## src/rtl/lemmings_walker_if.sv

```systemverilog
// lemmings_walker_if: environment inputs and Moore outputs of the Lemming walker.
// master = environment (drives bumps/ground/dig), slave = walker FSM.
interface lemmings_walker_if;
    logic bump_left;
    logic bump_right;
    logic ground;
    logic dig;
    logic walk_left;
    logic walk_right;
    logic aaah;
    logic digging;
    logic splat;

    modport master (
        output bump_left, bump_right, ground, dig,
        input  walk_left, walk_right, aaah, digging, splat
    );

    modport slave (
        input  bump_left, bump_right, ground, dig,
        output walk_left, walk_right, aaah, digging, splat
    );
endinterface

```

## src/rtl/lemmings_walker.sv

```systemverilog
// lemmings_walker: seven-state walk/fall/dig/splat controller.
// Falls longer than SPLAT_CYCLES cycles end in the terminal SPLAT state.
// Optional feature macro: LEMMINGS_DIG_LIMIT_EN -- when defined, a dig lasts
// at most DIG_MAX cycles before the lemming resumes walking.
module lemmings_walker #(
    parameter int unsigned SPLAT_CYCLES = 20,
    parameter int unsigned DIG_MAX      = 8
) (
    input logic               clk,
    input logic               areset,
    lemmings_walker_if.slave  bus
);

    localparam int unsigned CNT_W = $clog2(SPLAT_CYCLES + 2);
    localparam logic [CNT_W-1:0] SPLAT_LIM = CNT_W'(SPLAT_CYCLES);
    localparam logic [CNT_W-1:0] CNT_MAX   = CNT_W'(SPLAT_CYCLES + 1);
    localparam logic [CNT_W-1:0] CNT_ONE   = CNT_W'(1);

`ifdef LEMMINGS_DIG_LIMIT_EN
    localparam int unsigned DIG_W = $clog2(DIG_MAX + 1);
    localparam logic [DIG_W-1:0] DIG_LIM = DIG_W'(DIG_MAX);
    localparam logic [DIG_W-1:0] DIG_ONE = DIG_W'(1);
`endif

    // Elaboration-time range check of the configuration parameters
    if (SPLAT_CYCLES < 1) begin : g_bad_splat
        $error("lemmings_walker: SPLAT_CYCLES must be >= 1");
    end
    if (DIG_MAX < 1) begin : g_bad_dig
        $error("lemmings_walker: DIG_MAX must be >= 1");
    end

    typedef enum logic [2:0] {
        WALK_L = 3'd0,
        WALK_R = 3'd1,
        FALL_L = 3'd2,
        FALL_R = 3'd3,
        DIG_L  = 3'd4,
        DIG_R  = 3'd5,
        SPLAT  = 3'd6
    } state_t;

    state_t           state;
    logic [CNT_W-1:0] fall_cnt;
    logic [CNT_W-1:0] fall_inc;
`ifdef LEMMINGS_DIG_LIMIT_EN
    logic [DIG_W-1:0] dig_cnt;
`endif

    // Saturating increment of the fall length counter
    always_comb begin
        fall_inc = (fall_cnt == CNT_MAX) ? CNT_MAX : fall_cnt + CNT_ONE;
    end

    // Next-state and counter update; counters default to clear every cycle
    always_ff @(posedge clk or posedge areset) begin
        if (areset) begin
            state    <= WALK_L;
            fall_cnt <= '0;
`ifdef LEMMINGS_DIG_LIMIT_EN
            dig_cnt  <= '0;
`endif
        end else begin
            fall_cnt <= '0;
`ifdef LEMMINGS_DIG_LIMIT_EN
            dig_cnt  <= '0;
`endif
            case (state)
                WALK_L: begin
                    if (!bus.ground) begin
                        state    <= FALL_L;
                        fall_cnt <= CNT_ONE;
                    end else if (bus.dig) begin
                        state <= DIG_L;
`ifdef LEMMINGS_DIG_LIMIT_EN
                        dig_cnt <= DIG_ONE;
`endif
                    end else if (bus.bump_left) begin
                        state <= WALK_R;
                    end
                end
                WALK_R: begin
                    if (!bus.ground) begin
                        state    <= FALL_R;
                        fall_cnt <= CNT_ONE;
                    end else if (bus.dig) begin
                        state <= DIG_R;
`ifdef LEMMINGS_DIG_LIMIT_EN
                        dig_cnt <= DIG_ONE;
`endif
                    end else if (bus.bump_right) begin
                        state <= WALK_L;
                    end
                end
                FALL_L: begin
                    if (!bus.ground) begin
                        fall_cnt <= fall_inc;
                    end else if (fall_cnt > SPLAT_LIM) begin
                        state <= SPLAT;
                    end else begin
                        state <= WALK_L;
                    end
                end
                FALL_R: begin
                    if (!bus.ground) begin
                        fall_cnt <= fall_inc;
                    end else if (fall_cnt > SPLAT_LIM) begin
                        state <= SPLAT;
                    end else begin
                        state <= WALK_R;
                    end
                end
                DIG_L: begin
                    if (!bus.ground) begin
                        state    <= FALL_L;
                        fall_cnt <= CNT_ONE;
                    end else begin
`ifdef LEMMINGS_DIG_LIMIT_EN
                        if (dig_cnt == DIG_LIM) begin
                            state <= WALK_L;
                        end else begin
                            dig_cnt <= dig_cnt + DIG_ONE;
                        end
`else
                        state <= DIG_L;
`endif
                    end
                end
                DIG_R: begin
                    if (!bus.ground) begin
                        state    <= FALL_R;
                        fall_cnt <= CNT_ONE;
                    end else begin
`ifdef LEMMINGS_DIG_LIMIT_EN
                        if (dig_cnt == DIG_LIM) begin
                            state <= WALK_R;
                        end else begin
                            dig_cnt <= dig_cnt + DIG_ONE;
                        end
`else
                        state <= DIG_R;
`endif
                    end
                end
                SPLAT: begin
                    state <= SPLAT;
                end
                default: begin
                    state <= WALK_L;
                end
            endcase
        end
    end

    // Moore output decode straight from the state register; illegal codes give all-zero
    always_comb begin
        bus.walk_left  = 1'b0;
        bus.walk_right = 1'b0;
        bus.aaah       = 1'b0;
        bus.digging    = 1'b0;
        bus.splat      = 1'b0;
        case (state)
            WALK_L:         bus.walk_left  = 1'b1;
            WALK_R:         bus.walk_right = 1'b1;
            FALL_L, FALL_R: bus.aaah       = 1'b1;
            DIG_L, DIG_R:   bus.digging    = 1'b1;
            SPLAT:          bus.splat      = 1'b1;
            default:        ;
        endcase
    end

endmodule

```

## src/flat_wrapper.sv

```systemverilog
// flat-port wrapper written by rule: the top's interface ports become plain ports
module lemmings_walker_flat 
#(
    parameter int unsigned SPLAT_CYCLES = 20,
    parameter int unsigned DIG_MAX      = 8
)
  (clk, areset, bus_bump_left, bus_bump_right, bus_ground, bus_dig, bus_walk_left, bus_walk_right, bus_aaah, bus_digging, bus_splat);
  lemmings_walker_if bus_i ();
  input logic clk;
  input logic areset;
  input wire logic [$bits(bus_i.bump_left)-1:0] bus_bump_left;
  input wire logic [$bits(bus_i.bump_right)-1:0] bus_bump_right;
  input wire logic [$bits(bus_i.ground)-1:0] bus_ground;
  input wire logic [$bits(bus_i.dig)-1:0] bus_dig;
  output wire logic [$bits(bus_i.walk_left)-1:0] bus_walk_left;
  output wire logic [$bits(bus_i.walk_right)-1:0] bus_walk_right;
  output wire logic [$bits(bus_i.aaah)-1:0] bus_aaah;
  output wire logic [$bits(bus_i.digging)-1:0] bus_digging;
  output wire logic [$bits(bus_i.splat)-1:0] bus_splat;
  assign bus_i.bump_left = bus_bump_left;
  assign bus_i.bump_right = bus_bump_right;
  assign bus_i.ground = bus_ground;
  assign bus_i.dig = bus_dig;
  assign bus_walk_left = bus_i.walk_left;
  assign bus_walk_right = bus_i.walk_right;
  assign bus_aaah = bus_i.aaah;
  assign bus_digging = bus_i.digging;
  assign bus_splat = bus_i.splat;
  lemmings_walker #(.SPLAT_CYCLES(SPLAT_CYCLES), .DIG_MAX(DIG_MAX)) u_core (.clk(clk), .areset(areset), .bus(bus_i));
endmodule
```

## config.mk

```make
export PLATFORM = sky130hd
export DESIGN_NAME = lemmings_walker_flat
export DESIGN_NICKNAME = d
export VERILOG_FILES = /design/src/rtl/lemmings_walker_if.sv /design/src/rtl/lemmings_walker.sv /design/src/flat_wrapper.sv
export SDC_FILE = /design/constraint.sdc
export NUM_CORES = 1
export LEC_CHECK = 0
export ABC_CLOCK_PERIOD_IN_PS = 2100
export CAP_MARGIN = 20
export CORE_AREA = 2 2 39 41
export CTS_BUF_LIST = sky130_fd_sc_hd__clkbuf_4
export CTS_CLUSTER_DIAMETER = 60
export CTS_CLUSTER_SIZE = 25
export DETAILED_ROUTE_END_ITERATION = 7
export DIE_AREA = 0 0 41 43
export PLACE_DENSITY = 0.64
export SLEW_MARGIN = 25
export SYNTH_ARGS = -nofsm -noshare
export SYNTH_HDL_FRONTEND = slang
export SYNTH_SLANG_ARGS = --single-unit
```

## constraint.sdc

```tcl
create_clock -name clk -period 2.1 [get_ports clk]
set_input_delay 0.315 -clock clk [delete_from_list [all_inputs] [get_ports clk]]
set_output_delay 0.315 -clock clk [all_outputs]
set_load 0.03 [all_outputs]
```

==> flow_metrics.py, run 1 <==
metrics = {
    "cts": {
        "clk_path_buf_depth": 2,
        "cts_tree": "built",
        "hold_buffers": 0,
        "cts_buffers": 3,
        "clk_pin_slew_worst_paths_ps": 50,
        "htreeDepth": 1,
        "clockRootBuffer": "clkbuf_4",
        "clock-sinks": 8,
        "insertion_delay_ps": 250,
    },
    "logic_synthesis": {
        "synth_area_leaders": "dfrtp_1 42%, ha_1 7.9%, xnor2_1 3.7%, o21ai_0 3.2%, inv_1 3.2%",
        "netlist_area_um2": 475,
        "synthMuxAreaShare_pct": 0,
        "syn_nets": 60,
        "synth_xor_area_share_pct": 5.53,
        "synth_compound_area_share_pct": 17.4,
        "synth.distinct_cells": 26,
        "syn_avg_cell_area_um2": 9.32,
        "synth_seq_cells": 8,
        "synth-adder-area-share_pct": 7.89,
        "synthSimpleGateAreaFrac_pct": 21.3,
        "synth_top_area_share_pct": 42.1,
        "synth_top_family_by_area": "simple AND/OR/NAND/NOR gates",
        "synth_top_area_cell": "dfrtp_1",
        "yosysWarnings": 0,
        "synth_cells": 51,
        "seq_area_frac_synth_pct": 42.1,
    },
    "floorplanning": {
        "die_h_um": 43,
        "core-area_um2": 1380,
        "pin_count": 11,
        "die-area_um2": 1760,
        "die_w_um": 41,
        "num_rows": 14,
        "start_util_pct": 34.4,
    },
    "sta": {
        "slew_violations": 0,
        "post-route-period-util_pct": 95.0,
        "fin_crit_ps": 1990,
        "setup_viol": 0,
        "grt_setup_unrepaired": "no",
        "hold_viol_final": 0,
        "worst_slew_pin_slew_ps": 329,
        "slew_headroom_pct": 78.0,
        "whs_ps": 296,
        "skew_ps": 2.14,
        "setup_tns_ps": 0,
        "fmax_mhz": 501,
    },
    "pwr": {
        "pwr-share-seq_pct": 42.0,
        "p_sw_share_pct": 37.4,
        "power_switching_uw": 201,
        "clkPwrFrac_pct": 22.1,
        "power.ir.vdd_worst_mv": 0.488,
        "power_density_nw_per_um2": 886,
        "p_int_uw": 336,
        "total_leakage_power_uw": 0.000266,
        "power_frac_comb_pct": 35.9,
    },
    "cells_and_area": {
        "layout_commonest_cell": "clkdlybuf4s50_1",
        "fill_cells": 142,
        "layout.nets": 72,
        "antennaDiodeCount": 0,
        "drive_gt1_share_pct": 11.5,
        "syn_to_final_growth_pct": 27.4,
        "layout_common_cells": "9 x clkdlybuf4s50_1, 7 x dfrtp_1, 4 x nor2_1, 4 x inv_1",
        "multi_input_area_um2": 248,
        "seq_area_um2": 201,
    },
    "global_routing": {
        "track_usage_pct": 14.2,
        "first_global_vias": 382,
        "grt_pass1_wl_mm": 1.61,
        "globalRouteOverflowTotal": 0,
        "grt_max_degree": 13,
        "antenna_found_initial": 0,
    },
    "setup_path": {
        "critPathArrivalTime_ps": 1680,
        "cp-start-kind": "register",
        "path_class": "reg2out",
        "critical_path.max_fanout": 11,
        "endpoint_kind": "output pin",
        "required_ps": 1780,
    },
    "routing": {
        "wl_per_cell_um": 12.1,
        "drt-initial-drc-count": 7,
        "ant_nets": 0,
        "route.detailed.drc": 0,
        "viasPerCell": 5.13,
        "num_vias": 395,
        "firstDrtPassIters": 3,
        "routed_wl_um": 933,
    },
    "placement": {
        "place_congestion": 0.742,
        "dp_hpwl_um": 723,
        "io_buffers": 10,
    },
    "hold_path": {
        "hold_path_class": "in2async",
    },
    "outcome": {
        "outcome": "completed",
    },
    "run": {
        "cap_violations": 0,
    },
}
[final cells by class]
type / count / area share [%]
multi-input combinational: 36 / 40.9
sequential: 8 / 33.3
timing repair buffer: 10 / 16.3
clock buffer: 3 / 3.72
tap: 16 / 3.31
inverter: 4 / 2.48
[routing by layer]
layer / global-route usage (%) / part of all wire [%] / up-vias
met5: 0 / 0 / -
met4: 10.0 / 3.4 / 0
met3: 4.19 / 6.2 / 5
met2: 20.6 / 44 / 13
met1: 17.0 / 46 / 178
li1: - / - / 199
[stage by stage]
step / power, µW / std cells / util [%] / cell area, µm² / setup WS (ps)
6_report: 537 / 77 / 43.8 / 606 / 106
5_1_grt: 575 / 77 / 43.8 / 606 / 17.5
4_1_cts: 541 / 77 / 43.7 / 604 / 76.7
3_5_place_dp: 426 / 74 / 42.1 / 583 / 221
3_3_place_gp: 424 / 74 / 42.1 / 583 / 247
2_1_floorplan: 351 / 51 / - / 475 / 480
[flip-flops by register name (all words and copies together) (netlist names)]
name             cells
u_core.fall_cnt      5
u_core.state         3
[critical path: stages, from the launching register on]
cell	delay [ps]
dfrtp_1	480
nor3b_1	240
clkdlybuf4s50_1	700
[synth_stat cells (all sizes together)]
library cell,number
o22ai,1
o21ai,3
ha,3
buf,1
a32oi,1
nor2b,2
nor3b,1
clkbuf,2
a21o,1
a21oi,2
nor3,2
nand3,2
nor2,4
and3,2
xnor2,2
or2b,1
a31o,1
inv,4
nor4,1
nand2,2
o21a,1
nand4b,1
a211oi,1
dfrtp,8
xor2,1
o32a,1
[worst paths after layout]
kind	from	to	slack (ps)	cells after the start
setup / recovery	u_core.state[1]	bus_walk_right	110	2
hold / removal	areset	u_core.fall_cnt[0]	300	2
setup reg to reg	u_core.fall_cnt[0]	u_core.state[0]	720	6
hold reg to reg	u_core.fall_cnt[4]	u_core.fall_cnt[4]	620	2
max in group asynchronous	areset	u_core.state[2]	1560	2
min in group clk	u_core.fall_cnt[4]	u_core.fall_cnt[4]	620	2
[cell families after synthesis]
group / Yosys count
adders and majority gates: 3
xor gates and xnor gates: 3
and+or+nand+nor: 18
buffers and inverters: 7
DFF: 8
AOI/OAI and AO/OA: 12
[timing repair]
item / CTS / global route
endpoints found under the setup margin: 1 / 1
endpoints found under the hold margin: 0 / 0
buffers inserted: 0 / 0
gates resized for setup: 1 / 1
[power by group through the flow]
stage / combinational [µW] / clock [µW] / sequential (µW)
4_1_cts: 196 / 119 / 225
3_3_place_gp: 201 / 0 / 223
3_5_place_dp: 198 / 0 / 228
2_1_floorplan: 150 / 0 / 201
6_report: 193 / 118 / 225
5_1_grt: 211 / 133 / 232
Note: power is estimated with default switching activity, not from simulation.
==> run 2: changes to the inputs <==
Settings changed: CTS_CLUSTER_DIAMETER 60 to 120.
==> results of run 2 <==
The final DEF is identical to that of run 1; final timing and power are the same.
==> run 3: changes to the inputs <==
Settings changed: ABC_CLOCK_PERIOD_IN_PS 2100 to 1700, PLACE_DENSITY 0.64 to 0.67.
Clock period 2.1 ns to 1.7 ns, I/O delays scaled along.
==> flow_metrics.py, run 3 (same netlist as run 1, synthesis figures left out) <==
metrics = {
    "outcome": {
        "outcome": "completed",
    },
    "sta": {
        "skew_ps": 1.16,
        "worst_slack_ps": 91.3,
        "hold_viol_final": 0,
        "slew_violations": 0,
        "post-route-period-util_pct": 94.6,
        "fmax_mhz": 622,
        "worst_slew_pin_slew_ps": 299,
        "setup_tns_ps": 0,
        "fin_crit_ps": 1610,
        "slew_headroom_pct": 80.1,
        "grt_setup_unrepaired": "no",
        "setup_viol": 0,
    },
    "routing": {
        "routed_wl_um": 956,
        "route.detailed.drc": 0,
        "ant_nets": 0,
        "viasPerCell": 5.21,
        "wl_per_cell_um": 12.0,
        "num_vias": 417,
        "firstDrtPassIters": 2,
        "drt-initial-drc-count": 1,
    },
    "placement": {
        "placed_area_um2": 603,
        "io_buffers": 10,
        "dp_slack_ps": 95.9,
        "dp_cells": 77,
        "place_congestion": 0.723,
    },
    "cts": {
        "clockRootBuffer": "clkbuf_4",
        "postCtsSetupBuffers": 0,
        "cts_tree": "built",
        "hold_buffers": 0,
        "insertion_delay_ps": 250,
        "clock-sinks": 8,
        "clk_pin_slew_worst_paths_ps": 50,
        "cts_buffers": 3,
        "htreeDepth": 1,
        "clk_path_buf_depth": 2,
        "ctsResizeCount": 4,
    },
    "setup_path": {
        "critPathArrivalTime_ps": 1350,
        "cp-start-kind": "register",
        "endpoint_kind": "output pin",
        "critical_path.max_fanout": 9,
        "path_class": "reg2out",
        "required_ps": 1440,
    },
    "floorplanning": {
        "core-area_um2": 1380,
        "die-area_um2": 1760,
        "pin_count": 11,
        "start_util_pct": 34.4,
        "die_w_um": 41,
        "num_rows": 14,
        "die_h_um": 43,
    },
    "cells_and_area": {
        "layout_commonest_cell": "dfrtp_1",
        "reg_top3": "u_core.fall_cnt (5), u_core.state (3)",
        "layout_common_cells": "6 x dfrtp_1, 5 x clkdlybuf4s50_1",
        "regMostFlops": "u_core.fall_cnt",
        "design_area_um2": 623,
        "largest_reg_flops": 5,
        "instances_no_fill": 80,
        "fill_cells": 137,
        "drive_gt1_share_pct": 18.8,
        "syn_to_final_growth_pct": 31.1,
        "layout.nets": 75,
        "antennaDiodeCount": 0,
        "fin_util_pct": 45.0,
    },
    "global_routing": {
        "antenna_found_initial": 0,
        "track_usage_pct": 13.3,
        "first_global_vias": 395,
        "grt_max_degree": 10,
        "grt_pass1_wl_mm": 1.55,
        "globalRouteOverflowTotal": 0,
    },
    "pwr": {
        "total_leakage_power_uw": 0.000295,
        "power.ir.vdd_worst_mv": 0.499,
        "power_density_nw_per_um2": 1050,
    },
    "hold_path": {
        "hold_path_class": "in2async",
    },
    "run": {
        "cap_violations": 0,
    },
}
[run 3: changes by cell type in the layout (fill, tap and decap cells not counted)]
cell | previous run | this run
dfrtp_1 | 7 | 6
dfrtp_2 | 1 | 2
buf_4 | 0 | 4
dlygate4sd2_1 | 1 | 4
clkdlybuf4s50_1 | 9 | 5
[run 3: critical path: stages (launching register included)]
cell	delay (ps)
dfrtp_2	450
buf_4	160
or2b_4	260
inv_1	80
buf_4	160
[run 3: cell type report]
type / instances / area (µm²) / share of cell area (%)
Multi-Input combinational cell: 36 / 248 / 39.8
Sequential cell: 8 / 203 / 32.5
Timing Repair Buffer: 13 / 115 / 18.5
Clock buffer: 3 / 22.5 / 3.61
Tap cell: 16 / 20.0 / 3.21
Inverter: 4 / 15.0 / 2.41
[run 3: routing by layer]
layer	up-vias	wire (µm)	GRT usage, %
met5	-	0	0
met4	0	10	10.0
met3	2	40	3.66
met2	9	485	20.9
met1	201	420	14.1
li1	205	-	-
[run 3: worst paths after layout]
path	startpoint	to	slack, ps	cells past startpoint
min in group clk	u_core.state[1]	u_core.fall_cnt[0]	560	1
worst max register to register	u_core.fall_cnt[0]	u_core.state[0]	310	6
worst max-delay path	u_core.state[2]	bus_aaah	90	4
worst min-delay path	areset	u_core.fall_cnt[3]	250	2
max in group asynchronous	areset	u_core.state[1]	1210	2
worst min register to register	u_core.state[1]	u_core.fall_cnt[0]	560	1
[run 3: through the flow]
step | power (µW) | hold slack [ps]
2_1_floorplan | 433 | 70.7
3_3_place_gp | 536 | 526
3_5_place_dp | 535 | 523
4_1_cts | 666 | 250
5_1_grt | 711 | 284
6_report | 657 | 247
[run 3: power breakdown]
group / leakage [µW] / total, µW / switching, µW / internal (µW)
Sequential: 0.000102 / 271 / 48.7 / 222
Combinational: 0.000179 / 247 / 133 / 114
Clock: 0.0000138 / 139 / 58.6 / 80.4
